--- src/rtl/undo_history_stack_pkg.sv ---
// Shared types and sizing for the calculator undo history.
// The stack itself treats a snapshot as opaque bits; only the FSM packs and unpacks the fields.
package undo_history_stack_pkg;

  typedef struct packed {
    logic [1:0]  estado;
    logic [1:0]  operacion;
    logic [16:0] sumando1;
    logic [16:0] sumando2;
  } snapshot_t;

  localparam int unsigned SNAP_W     = $bits(snapshot_t);
  localparam int unsigned UNDO_DEPTH = 8;

endpackage

--- src/rtl/undo_history_stack_lifo_ram.sv ---
// Snapshot storage for the undo stack: one write port, asynchronous read.
// Kept separate so the array can be mapped to BRAM or LUTRAM without touching the control logic.
module undo_history_stack_lifo_ram #(
  parameter int unsigned DATA_W = 38,
  parameter int unsigned DEPTH  = 8,
  parameter int unsigned AddrW  = $clog2(DEPTH)
) (
  input  logic              clk_i,
  input  logic              we_i,
  input  logic [AddrW-1:0]  waddr_i,
  input  logic [DATA_W-1:0] wdata_i,
  input  logic [AddrW-1:0]  raddr_i,
  output logic [DATA_W-1:0] rdata_o
);

  logic [DATA_W-1:0] mem_q [DEPTH];

  always_ff @(posedge clk_i) begin
    if (we_i) begin
      mem_q[waddr_i] <= wdata_i;
    end
  end

  assign rdata_o = mem_q[raddr_i];

endmodule

--- src/rtl/undo_history_stack.sv ---
// Bounded LIFO of calculator snapshots; when full, a push silently overwrites the oldest entry.
// Pops return data one cycle later on data_out, which holds until the next successful pop.
module undo_history_stack
  import undo_history_stack_pkg::*;
#(
  parameter int unsigned DATA_W = SNAP_W,
  parameter int unsigned DEPTH  = UNDO_DEPTH,
  parameter int unsigned CNT_W  = $clog2(DEPTH + 1)
) (
  input  logic              clk,
  input  logic              reset,
  input  logic              push,
  input  logic              pop,
  input  logic [DATA_W-1:0] data_in,
  output logic [DATA_W-1:0] data_out,
  output logic              pop_valid,
  output logic              pop_err,
  output logic              overflow,
  output logic [CNT_W-1:0]  count,
  output logic              empty,
  output logic              full
);

  localparam int unsigned PtrW = $clog2(DEPTH);

  logic [PtrW-1:0]   wr_ptr_q, wr_ptr_d;
  logic [CNT_W-1:0]  count_q, count_d;
  logic [DATA_W-1:0] data_out_q, data_out_d;
  logic              pop_valid_q, pop_valid_d;
  logic              pop_err_q, pop_err_d;
  logic              overflow_q, overflow_d;

  logic              ram_we;
  logic [PtrW-1:0]   ram_waddr;
  logic [PtrW-1:0]   top_ptr;
  logic [DATA_W-1:0] top_data;

  assign top_ptr = wr_ptr_q - PtrW'(1);
  assign empty   = (count_q == '0);
  assign full    = (count_q == CNT_W'(DEPTH));

  always_comb begin
    ram_we      = 1'b0;
    ram_waddr   = wr_ptr_q;
    wr_ptr_d    = wr_ptr_q;
    count_d     = count_q;
    data_out_d  = data_out_q;
    pop_valid_d = 1'b0;
    pop_err_d   = 1'b0;
    overflow_d  = 1'b0;
    case ({push, pop})
      2'b10: begin
        ram_we   = 1'b1;
        wr_ptr_d = wr_ptr_q + PtrW'(1);
        if (full) begin
          overflow_d = 1'b1;
        end else begin
          count_d = count_q + CNT_W'(1);
        end
      end
      2'b01: begin
        if (empty) begin
          pop_err_d = 1'b1;
        end else begin
          data_out_d  = top_data;
          wr_ptr_d    = top_ptr;
          count_d     = count_q - CNT_W'(1);
          pop_valid_d = 1'b1;
        end
      end
      2'b11: begin
        if (empty) begin
          // Nothing to pop: the push still lands as the first entry.
          ram_we    = 1'b1;
          wr_ptr_d  = wr_ptr_q + PtrW'(1);
          count_d   = CNT_W'(1);
          pop_err_d = 1'b1;
        end else begin
          // Read of the old top is asynchronous, so replacing it in place is safe.
          ram_we      = 1'b1;
          ram_waddr   = top_ptr;
          data_out_d  = top_data;
          pop_valid_d = 1'b1;
        end
      end
      default: ;
    endcase
  end

  always_ff @(posedge clk) begin
    if (reset) begin
      wr_ptr_q    <= '0;
      count_q     <= '0;
      data_out_q  <= '0;
      pop_valid_q <= 1'b0;
      pop_err_q   <= 1'b0;
      overflow_q  <= 1'b0;
    end else begin
      wr_ptr_q    <= wr_ptr_d;
      count_q     <= count_d;
      data_out_q  <= data_out_d;
      pop_valid_q <= pop_valid_d;
      pop_err_q   <= pop_err_d;
      overflow_q  <= overflow_d;
    end
  end

  undo_history_stack_lifo_ram #(
    .DATA_W (DATA_W),
    .DEPTH  (DEPTH),
    .AddrW  (PtrW)
  ) u_ram (
    .clk_i   (clk),
    .we_i    (ram_we & ~reset),
    .waddr_i (ram_waddr),
    .wdata_i (data_in),
    .raddr_i (top_ptr),
    .rdata_o (top_data)
  );

  assign data_out  = data_out_q;
  assign pop_valid = pop_valid_q;
  assign pop_err   = pop_err_q;
  assign overflow  = overflow_q;
  assign count     = count_q;

endmodule

--- config.mk ---
export PLATFORM = sky130hd
export DESIGN_NAME = undo_history_stack
export DESIGN_NICKNAME = d
export VERILOG_FILES = /design/src/rtl/undo_history_stack_pkg.sv /design/src/rtl/undo_history_stack_lifo_ram.sv /design/src/rtl/undo_history_stack.sv
export SDC_FILE = /design/constraint.sdc
export NUM_CORES = 1
export LEC_CHECK = 0
export ABC_CLOCK_PERIOD_IN_PS = 5700
export BUFFER_PORTS_ARGS = -buffer_cell sky130_fd_sc_hd__buf_2
export CAP_MARGIN = 20
export CORE_UTILIZATION = 54
export CTS_CLUSTER_SIZE = 20
export DETAILED_ROUTE_END_ITERATION = 10
export PLACE_DENSITY = 0.75
export SKIP_LAST_GASP = 1
export SYNTH_ARGS = -nofsm -noshare
export SYNTH_HDL_FRONTEND = slang
export SYNTH_HIERARCHICAL = 1
export SYNTH_SLANG_ARGS = --single-unit
export TNS_END_PERCENT = 50
--- constraint.sdc ---
create_clock -name clk -period 5.7 [get_ports clk]
set_clock_uncertainty 0.05 [all_clocks]
set_input_delay 1.14 -clock clk [delete_from_list [all_inputs] [get_ports clk]]
set_output_delay 1.14 -clock clk [all_outputs]
set_load 0.005 [all_outputs]
==> results of run 1 <==
## cell families (layout without fill, tap and decap cells)
group / after synthesis / count (layout) / share of synthesized area
mux: 116 / 116 / 0.161
fa+ha+maj: 4 / 4 / 0.00373
flops: 352 / 352 / 0.751
xor+xnor: 9 / 9 / 0.00587
buf+inv: 45 / 169 / 0.0176
simple gates: 115 / 115 / 0.0366
compound gates: 55 / 55 / 0.0240
## final cells by class
cell class,instances,share of cell area
Clock buffer,46,0.0643
Clock inverter,15,0.0148
Inverter,6,0.00161
Multi-Input combinational cell,299,0.205
Sequential cell,352,0.650
Tap cell,324,0.0261
Timing Repair Buffer,102,0.0388
## state kept, by name, summed over array words and instances, names as in the netlist
signal and count:
u_ram/mem_q 304, data_out 38, count 4, wr_ptr_q 3
overflow 1, pop_err 1, pop_valid 1
## placed cells by master (no fill, tap or decap), types with 2 or more instances in the layout
master	count
nand2b_1	6
clkbuf_1	4
xnor2_1	6
clkinv_2	5
o21ai_0	4
a31oi_1	3
nor2_1	5
nor3_2	2
buf_12	3
nor2_4	6
clkbuf_8	6
mux2_2	38
ha_1	4
mux4_2	76
buf_2	88
buf_4	10
dfxtp_1	48
xor2_1	2
nand2_1	85
inv_1	4
a21oi_1	41
clkbuf_16	36
clkinv_1	2
edfxtp_1	304
bufinv_16	6
inv_6	2
mux2i_1	2
## layer usage
metal / track usage / up-vias / routed length (um)
met5: 0 / - / 0
met4: 0.0590 / 0 / 497
met3: 0.0371 / 37 / 1510
met2: 0.340 / 227 / 12500
met1: 0.281 / 3400 / 10700
li1: - / 2936 / -
## report_power, final
group / switching (mW) / leakage [nW] / internal (mW)
registers: 0.0707 / 3.14 / 2.98
clock network: 0.909 / 0.608 / 1.50
logic: 0.768 / 1.53 / 0.738
## stage by stage
| stage | worst slack (ns) | cells | area [um^2] | hold WS, ns |
|---|---|---|---|---|
| after floorplan | 0.314 | 696 | 13400 | 0.403 |
| after global placement | 2.02 | 1079 | 14200 | 0.391 |
| after detailed placement | 1.90 | 1083 | 14300 | 0.398 |
| after CTS | 2.03 | 1144 | 15500 | 0.406 |
| after global routing | 1.85 | 1144 | 15500 | 0.427 |
| final | 2.12 | 1144 | 15500 | 0.404 |
## critical path, delay by kind of cell, from the launching register on
kind	cells	cell delay [ns]
xor gates and xnor gates	1	0.16
DFF	1	0.36
and+or+nand+nor	3	1.14
buffers and inverters	2	1.09
adders and majority gates	1	0.45
## worst max-delay path by stage
stage                start                 end  depth (start not counted)
2_1_floorplan          pop   u_ram/mem_q[0][0]                          8
3_3_place_gp           pop  u_ram/mem_q[3][23]                          6
3_5_place_dp           pop  u_ram/mem_q[1][30]                          7
4_1_cts        wr_ptr_q[0]  u_ram/mem_q[1][32]                          7
5_1_grt        wr_ptr_q[0]  u_ram/mem_q[1][26]                          7
6_report       wr_ptr_q[0]  u_ram/mem_q[1][23]                          7
==> summary.md, run 1 <==
| Metric | Value |
|---|---|
| CP cell instances | `inv_4 > ha_1 > nand3_2 > xnor2_1 > nand2b_1 > nor2_4 > buf_4` |
| Overall power | `6.97 mW` |
| Layout Nets | `841` |
| Hold Crit Depth | `2` |
| Hold Startpoint | `data_out[28]` |
| Worst hold-check path type | `reg -> reg` |
| CTS Buf Count | `34` |
| P_leak | `5.28 nW` |
| Sink Count | `352` |
| Register area share after synthesis | `0.751` |
| Initial core utilization | `0.551` |
| Max-slew violation count | `0` |
| Core area | `24,400 um^2` |
| Fmax | `0.279 GHz` |
| DRC viols | `0` |
| Status | `completed` |
| Worst VDD drop | `0.000258 V` |
| Minimum clock period | `3.58 ns` |
| Crit end category | `register` |
| Drt via density | `5.77` |
| Final setup TNS | `0 ns` |
| Antenna Cells | `0` |
| Post-DP HPWL | `14.7 mm` |
| Reg-to-Reg Start | `wr_ptr_q[0]` |
| Synth Cell Area | `13,400 um^2` |
| Dominant cell type by area after synthesis | `edfxtp_1` |
| Fillers | `1,652` |
| Reg-to-Reg End | `u_ram/mem_q[1][23]` |
| Std cell rows | `57` |
| Final Hold Fails | `0` |
| Flops & latches, synth | `352` |
| Via count | `6,600` |
| Top cells by count, synth | `edfxtp_1 (304), nand2_1 (85), mux4_2 (76), dfxtp_1 (48), a21oi_1 (41)` |
| Area Overhead vs Synth | `15.6%` |
| Slew HR | `0.290` |
| Final setup viols | `0` |
| Port buffer count | `88` |
| Post-synth EDFFs | `304` |
| RSZ-0062 raised after global routing | `no` |
| Die Span X | `160 um` |
| Setup Crit Path Kind | `reg -> reg` |
| Yosys warns | `6` |
| Post-layout util | `0.637` |
| Number of gates resized after CTS | `0` |
| Die area | `25,500 um^2` |
| Hold_buf cts | `0` |
| Die Ht | `160 um` |
| Pin count of the biggest net entering global routing | `49` |
| Worst-path clk slew | `0.06 ns` |
| Drt first pass iters | `5` |
| Startpoint Class | `register` |
| Final period utilization | `0.629` |
| CTS tree | `done` |
| WP data arrival | `3.70 ns` |
| Clk_lat worst skew | `0.51 ns` |
| Gpl congestion | `0.731` |
| Starting DRT DRC Count | `514` |
| Initial antenna violation count | `0` |
| Pwr/cell area | `449 nW/um^2` |
| IO Pins | `89` |
| Slowest stage cell, crit path | `nor2_4` |
| Drt total wl | `25.2 mm` |
| Area occupied by multi-input gates | `3180 um^2` |
| GRT Util Overall | `0.205` |
| Syn Area/Cell | `19.3 um^2` |
| Critical Path RT | `5.82 ns` |
| Syn Inst Count | `696` |
| Fraction of layout cells with a size suffix above 1 | `0.350` |
| FF+latch area | `10,100 um^2` |
| Root buffer cell | `clkbuf_16` |
| # Post-CTS Setup Buffers | `0` |
| First-pass GRT wire length | `39.6 mm` |
| FFs w/ async S/R, synth | `0` |
| CP max stage delay | `0.69 ns` |
| Main synth FF type | `edfxtp_1` |
| Reg2Reg Setup Slack | `2.12 ns` |
| Vias in the first global route | `7,015` |
| H-tree lvl count | `2` |
| Worst Tran Pin Value | `1.06 ns` |
| Routed wire length per instance | `22.0 um` |
| ANT nets after route | `0` |
| Crit path max fanout | `45` |
| Top-count cell post-synth | `edfxtp_1` |
| Synth top area cells | `edfxtp_1 (68%), mux4_2 (13%), dfxtp_1 (7.2%)` |
| GRT overflow | `0` |
| Net Count, Synth | `742` |
| CTS max path bufs | `3` |
| Yosys cell types | `38` |
| Worst Reg2Reg Path Length in Cells | `7` |
| Top-area cell type share of the netlist area | `0.680` |
| Worst Hold End | `data_out[28]` |
| Max-cap violations | `0` |
Power figures use the tool's default switching activity.
==> inputs of run 2 (changes only) <==
--- a/config.mk
+++ b/config.mk
@@ -5,13 +5,13 @@
 export SDC_FILE = /design/constraint.sdc
 export NUM_CORES = 1
 export LEC_CHECK = 0
-export ABC_CLOCK_PERIOD_IN_PS = 5700
+export ABC_CLOCK_PERIOD_IN_PS = 3650
 export BUFFER_PORTS_ARGS = -buffer_cell sky130_fd_sc_hd__buf_2
 export CAP_MARGIN = 20
-export CORE_UTILIZATION = 54
+export CORE_UTILIZATION = 60
 export CTS_CLUSTER_SIZE = 20
 export DETAILED_ROUTE_END_ITERATION = 10
-export PLACE_DENSITY = 0.75
+export PLACE_DENSITY = 0.79
 export SKIP_LAST_GASP = 1
 export SYNTH_ARGS = -nofsm -noshare
 export SYNTH_HDL_FRONTEND = slang
==> constraint.sdc (replaced) <==
create_clock -name clk -period 3.65 [get_ports clk]
set_clock_uncertainty 0.05 [all_clocks]
set_input_delay 0.73 -clock clk [delete_from_list [all_inputs] [get_ports clk]]
set_output_delay 0.73 -clock clk [all_outputs]
set_load 0.005 [all_outputs]
==> summary.md, run 2 (synthesized netlist as in run 1, its figures left out) <==
| Metric | Value |
|---|---|
| Status | `completed` |
| Worst hold-check path type | `reg -> reg` |
| Initial core utilization | `0.613 (+0.0629)` |
| Std cell rows | `54 (-5.3%)` |
| Fin area | `15,400 um^2 (-0.67%)` |
| Sink Count | `352 (unchanged)` |
| GRT Util Overall | `0.239 (+0.0337)` |
| Post-DP HPWL | `14.7 mm (-0.16%)` |
| Max-slew violation count | `0 (unchanged)` |
| Reg-to-Reg Start | `count[0]` |
| Fraction of layout cells with a size suffix above 1 | `0.345 (-0.00501)` |
| Starting DRT DRC Count | `531 (+3.3%)` |
| Final Hold Fails | `0 (unchanged)` |
| Final setup TNS | `0 ns (unchanged)` |
| DRC viols | `0 (unchanged)` |
| Critical Path RT | `3.76 ns (-2.06 ns)` |
| Commonest non-fill, non-tap cell in the layout | `edfxtp_1` |
| CTS tree | `done` |
| Final period utilization | `0.812 (+0.184)` |
| Hold Crit Depth | `2 (unchanged)` |
| Worst-path clk slew | `0.06 ns (about the same)` |
| Reg-to-Reg End | `u_ram/mem_q[5][3]` |
| P_leak | `5.25 nW (-0.67%)` |
| Via count | `6,771 (+2.6%)` |
| Initial antenna violation count | `1 (+1)` |
| Crit path max fanout | `22 (-51%)` |
| Hold_buf cts | `0 (unchanged)` |
| Reg2Reg Setup Slack | `0.68 ns (-1.43 ns)` |
| Routed wire length per instance | `23.5 um (+6.7%)` |
| Die Ht | `152 um (-5.1%)` |
| Startpoint Class | `register` |
| Fmax | `0.337 GHz (+21%)` |
| Most frequent cells in the layout | `edfxtp_1 (304), buf_2 (88), nand2_1 (85), mux4_2 (76), dfxtp_1 (48)` |
| H-tree lvl count | `2 (unchanged)` |
| CTS Buf Count | `35 (+2.9%)` |
| Hold Startpoint | `data_out[23]` |
| Worst Hold End | `data_out[23]` |
| Layout Nets | `849 (+0.95%)` |
| Final setup viols | `0 (unchanged)` |
| IO Pins | `89 (unchanged)` |
| Core area | `21,900 um^2 (-10%)` |
| Gpl congestion | `0.731 (-0.12%)` |
| First-pass GRT wire length | `39.7 mm (about the same)` |
| Minimum clock period | `2.97 ns (-0.619 ns)` |
| Setup Crit Path Kind | `reg -> reg` |
| Top reg by flops | `u_ram/mem_q` |
| Die Span X | `152 um (-5.1%)` |
| Worst Tran Pin Value | `0.957 ns (-0.108 ns)` |
| Worst VDD drop | `0.000441 V (+71%)` |
| WP data arrival | `3.07 ns (-0.63 ns)` |
| Dpl cell area | `14,300 um^2 (+0.10%)` |
| Max reg flops | `304 (unchanged)` |
| Pin count of the biggest net entering global routing | `78 (+59%)` |
| # Post-CTS Setup Buffers | `0 (unchanged)` |
| Drt via density | `6.10 (+5.7%)` |
| Vias in the first global route | `7,011 (-0.057%)` |
| GRT overflow | `0 (unchanged)` |
| Drt first pass iters | `5 (unchanged)` |
| Root buffer cell | `clkbuf_16` |
| Port buffer count | `88 (unchanged)` |
| Die area | `23,000 um^2 (-9.9%)` |
| Worst Reg2Reg Path Length in Cells | `7 (unchanged)` |
| RSZ-0062 raised after global routing | `no` |
| Max-cap violations | `0 (unchanged)` |
| Crit end category | `register` |
| Area Overhead vs Synth | `14.9%` |
| Drt total wl | `26.1 mm (+3.5%)` |
| CTS max path bufs | `3 (unchanged)` |
| Slew HR | `0.360 (+0.0700)` |
| Clk_lat worst skew | `0.51 ns (about the same)` |
| Worst hold slack | `0.401 ns (-0.00289 ns)` |
| ANT nets after route | `0 (unchanged)` |
| Pwr/cell area | `689 nW/um^2 (+53%)` |
| Number of gates resized after CTS | `0 (unchanged)` |
==> run 2: cell types whose count changed in the layout (fill, tap and decap cells not counted), moves of 2 or more <==
cell       delta
nor3_4        +2
clkbuf_1      +9
inv_6         -2
bufinv_16     -5
clkinv_2      -2
buf_12        +2
nor3_2        -2
buf_4         +6
==> run 2: stage by stage <==
stage	std cells	utilization	worst slack (ns)	power, mW
floorplan	696	-	-0.418	6.60
global placement	1046	0.654	0.729	7.17
detailed placement	1046	0.654	0.583	7.25
CTS	1109	0.705	0.676	10.7
global route	1109	0.705	0.582	11.0
finish	1110	0.705	0.685	10.6
==> run 2: worst max path at each step <==
stage,end,from,depth (start not counted)
after global routing,u_ram/mem_q[5][3],count[1],7
after floorplan,u_ram/mem_q[3][0],count[0],9
after CTS,u_ram/mem_q[5][5],count[0],7
after detailed placement,u_ram/mem_q[5][29],pop,7
final,u_ram/mem_q[5][3],count[0],7
after global placement,u_ram/mem_q[5][33],pop,7
==> run 2: layout make-up <==
class | count | area [um^2]
multi-input cells | 299 | 3190
clock buffers | 55 | 1040
fillers | 1329 | 6460
repair buffers | 109 | 661
diodes | 1 | 2.50
clock inverters | 8 | 63.8
inverters | 6 | 25.0
flip-flops and latches | 352 | 10100
well taps | 280 | 350
==> run 2: report_power, final <==
| part | leakage, nW | total (mW) | internal [mW] | switching (mW) |
|---|---|---|---|---|
| Combinational | 1.57 | 2.42 | 1.18 | 1.24 |
| Clock | 0.538 | 3.45 | 2.03 | 1.41 |
| Sequential | 3.14 | 4.77 | 4.66 | 0.109 |
==> run 2: worst max-delay path: stages (launching register included) <==
cell and delay, ns:
dfxtp_1 0.41, or4_4 0.59, and2_2 0.28, nand2_4 0.11, xnor2_1 0.33, nand2b_1 0.30
nor2_4 0.16, buf_4 0.38
==> run 2: layer usage <==
metal  vias to the layer above  share of wire  global-route usage
li1                       2959              -                   -
met1                      3486           0.40               0.318
met2                       271           0.51               0.401
met3                        55          0.062              0.0416
met4                         0          0.028              0.0837
met5                         -              0                   0
==> inputs of run 3 (changes only) <==
--- a/config.mk
+++ b/config.mk
@@ -5,13 +5,13 @@
 export SDC_FILE = /design/constraint.sdc
 export NUM_CORES = 1
 export LEC_CHECK = 0
-export ABC_CLOCK_PERIOD_IN_PS = 3650
+export ABC_CLOCK_PERIOD_IN_PS = 2600
 export BUFFER_PORTS_ARGS = -buffer_cell sky130_fd_sc_hd__buf_2
 export CAP_MARGIN = 20
-export CORE_UTILIZATION = 60
+export CORE_UTILIZATION = 54
 export CTS_CLUSTER_SIZE = 20
 export DETAILED_ROUTE_END_ITERATION = 10
-export PLACE_DENSITY = 0.79
+export PLACE_DENSITY = 0.75
 export SKIP_LAST_GASP = 1
 export SYNTH_ARGS = -nofsm -noshare
 export SYNTH_HDL_FRONTEND = slang
==> constraint.sdc (replaced) <==
create_clock -name clk -period 2.6 [get_ports clk]
set_clock_uncertainty 0.05 [all_clocks]
set_input_delay 0.52 -clock clk [delete_from_list [all_inputs] [get_ports clk]]
set_output_delay 0.52 -clock clk [all_outputs]
set_load 0.005 [all_outputs]
==> summary.md, run 3 (synthesized netlist as in run 1, its figures left out) <==
| Metric | Value |
|---|---|
| Post-DP HPWL | `15.4 mm (+4.8%)` |
| Reg-to-Reg Start | `count[2]` |
| Hold Startpoint | `data_in[26]` |
| Worst-path clk slew | `0.06 ns (about the same)` |
| CTS Buf Count | `36 (+2.9%)` |
| Final Hold Fails | `0 (unchanged)` |
| GRT Util Overall | `0.218 (-0.0209)` |
| Worst Tran Pin Value | `0.630 ns (-0.327 ns)` |
| WL met2 | `13.5 mm (+0.98%)` |
| Crit end category | `register` |
| Minimum clock period | `2.47 ns (-0.492 ns)` |
| Hold Crit Depth | `1 (-1)` |
| CP max stage delay | `0.56 ns (-0.03 ns)` |
| Met3 Wirelength | `1.82 mm (+12%)` |
| Max-slew violation count | `0 (unchanged)` |
| Worst Reg2Reg Path Length in Cells | `7 (unchanged)` |
| Max reg flops | `304 (unchanged)` |
| Pwr/cell area | `952 nW/um^2 (+38%)` |
| Via count | `6,835 (+0.95%)` |
| CP cell instances | `or4_4 > and2_2 > nand2_4 > mux2i_4 > nand2b_1 > nor2_4 > buf_6` |
| Finished Layout Cells | `1,167 (+5.1%)` |
| First-pass GRT wire length | `41.9 mm (+5.7%)` |
| Final setup viols | `0 (unchanged)` |
| Port buffer count | `88 (unchanged)` |
| H-tree lvl count | `2 (unchanged)` |
| Fmax | `0.404 GHz (+20%)` |
| WL met1 | `11.1 mm (+6.7%)` |
| Critical Path RT | `2.74 ns (-1.02 ns)` |
| Gpl congestion | `0.754 (+3.2%)` |
| Drt via density | `5.86 (-4.0%)` |
| Sink Count | `352 (unchanged)` |
| Slew HR | `0.580 (+0.220)` |
| Startpoint Class | `register` |
| Std cell rows | `57 (+5.6%)` |
| Reg2Reg Setup Slack | `0.13 ns (-0.56 ns)` |
| Initial core utilization | `0.551 (-0.0629)` |
| Routed wire length per instance | `22.9 um (-2.4%)` |
| Final setup TNS | `0 ns (unchanged)` |
| Area Overhead vs Synth | `17.3%` |
| Layout Nets | `862 (+1.5%)` |
| Status | `completed` |
| DRC viols | `0 (unchanged)` |
| RSZ-0062 raised after global routing | `no` |
| Crit path max fanout | `15 (-32%)` |
| Max-cap violations | `0 (unchanged)` |
| Commonest non-fill, non-tap cell in the layout | `edfxtp_1` |
| Vias in the first global route | `7,235 (+3.2%)` |
| Die Span X | `160 um (+5.3%)` |
| Top routing layer in use | `met4` |
| Drt total wl | `26.7 mm (+2.6%)` |
| Initial antenna violation count | `1 (unchanged)` |
| Pre-CTS setup slack | `0.000146 ns (-0.582 ns)` |
| Die area | `25,500 um^2 (+11%)` |
| Slowest stage cell, crit path | `or4_4` |
| WP buf/inv | `1 (unchanged)` |
| Clk_lat worst skew | `0.52 ns (about the same)` |
| Die Ht | `160 um (+5.3%)` |
| Setup WS post-layout | `0.127 ns (-0.558 ns)` |
| Reg-to-Reg End | `u_ram/mem_q[6][4]` |
| IO Pins | `89 (unchanged)` |
| Root buffer cell | `clkbuf_16` |
| WP data arrival | `2.62 ns (-0.45 ns)` |
| Fraction of layout cells with a size suffix above 1 | `0.366 (+0.0208)` |
| Worst VDD drop | `0.000548 V (+24%)` |
| Worst Hold End | `u_ram/mem_q[6][26]` |
| Family with the most delay on the worst path | `simple AND/OR/NAND/NOR gates` |
| Top reg by flops | `u_ram/mem_q` |
| Final period utilization | `0.951 (+0.139)` |
| ANT nets after route | `0 (unchanged)` |
| Drt first pass iters | `5 (unchanged)` |
| GRT overflow | `0 (unchanged)` |
| Placed Cells incl. Taps | `1,101 (+5.3%)` |
| Starting DRT DRC Count | `652 (+23%)` |
| Post-layout util | `0.646 (-0.0588)` |
| P_leak | `5.38 nW (+2.6%)` |
| Pin count of the biggest net entering global routing | `78 (unchanged)` |
| CTS max path bufs | `3 (unchanged)` |
| Worst hold slack | `0.231 ns (-0.170 ns)` |
| Worst hold-check path type | `in -> reg` |
| Most frequent cells in the layout | `edfxtp_1 (304), buf_2 (88), nand2_1 (83), mux4_2 (76), dfxtp_1 (47)` |
| Hold_buf cts | `0 (unchanged)` |
| Setup Crit Path Kind | `reg -> reg` |
| Core area | `24,400 um^2 (+11%)` |
| CTS tree | `done` |
[run 3: what timing repair did]
action / 4_1_cts / 5_1_grt
buffers inserted: 0 / 1
endpoints found under the setup margin: 10 / 92
gates resized for setup: 2 / 0
[run 3: metrics by stage]
| stage | cell area (um^2) | power (mW) |
|---|---|---|
| finish | 15800 | 15.0 |
| detailed placement | 14600 | 10.4 |
| floorplan | 13600 | 9.33 |
| global route | 15800 | 15.6 |
| CTS | 15700 | 15.1 |
| global placement | 14600 | 10.3 |
[run 3: worst reg2reg max path: cells and delay by family (launching register included)]
kind	cells	cell delay [ns]
buffers and inverters	1	0.22
flip-flops	1	0.32
multiplexers	1	0.28
AND/OR/NAND/NOR	5	1.29
[run 3: layout make-up]
type | count | area (um^2)
Sequential cell | 352 | 10100
Clock inverter | 19 | 104
Tap cell | 324 | 405
Inverter | 6 | 25.0
Fill cell | 1586 | 8640
Timing Repair Buffer | 121 | 896
Multi-Input combinational cell | 299 | 3240
Antenna cell | 1 | 2.50
Clock buffer | 45 | 987
[run 3: where the power goes]
part           total [mW]  leakage [nW]  internal, mW  switching, mW
Combinational        3.58          1.70          1.80           1.79
Clock                4.72         0.542          2.70           2.02
Sequential           6.68          3.14          6.54          0.144
Total                15.0          5.38          11.0           3.95
[run 3: worst max-delay path by stage]
stage	from	end	cells after the start
finish	count[2]	u_ram/mem_q[6][4]	7
global route	count[2]	u_ram/mem_q[1][36]	7
CTS	count[2]	u_ram/mem_q[2][31]	7
detailed placement	count[2]	u_ram/mem_q[2][10]	7
global placement	count[2]	u_ram/mem_q[6][10]	7
floorplan	count[1]	u_ram/mem_q[0][0]	9
[run 3: layer usage]
| metal | GRT usage | vias to the layer above |
|---|---|---|
| met5 | 0 | - |
| met4 | 0.0581 | 0 |
| met3 | 0.0343 | 38 |
| met2 | 0.362 | 281 |
| met1 | 0.304 | 3527 |
| li1 | - | 2989 |
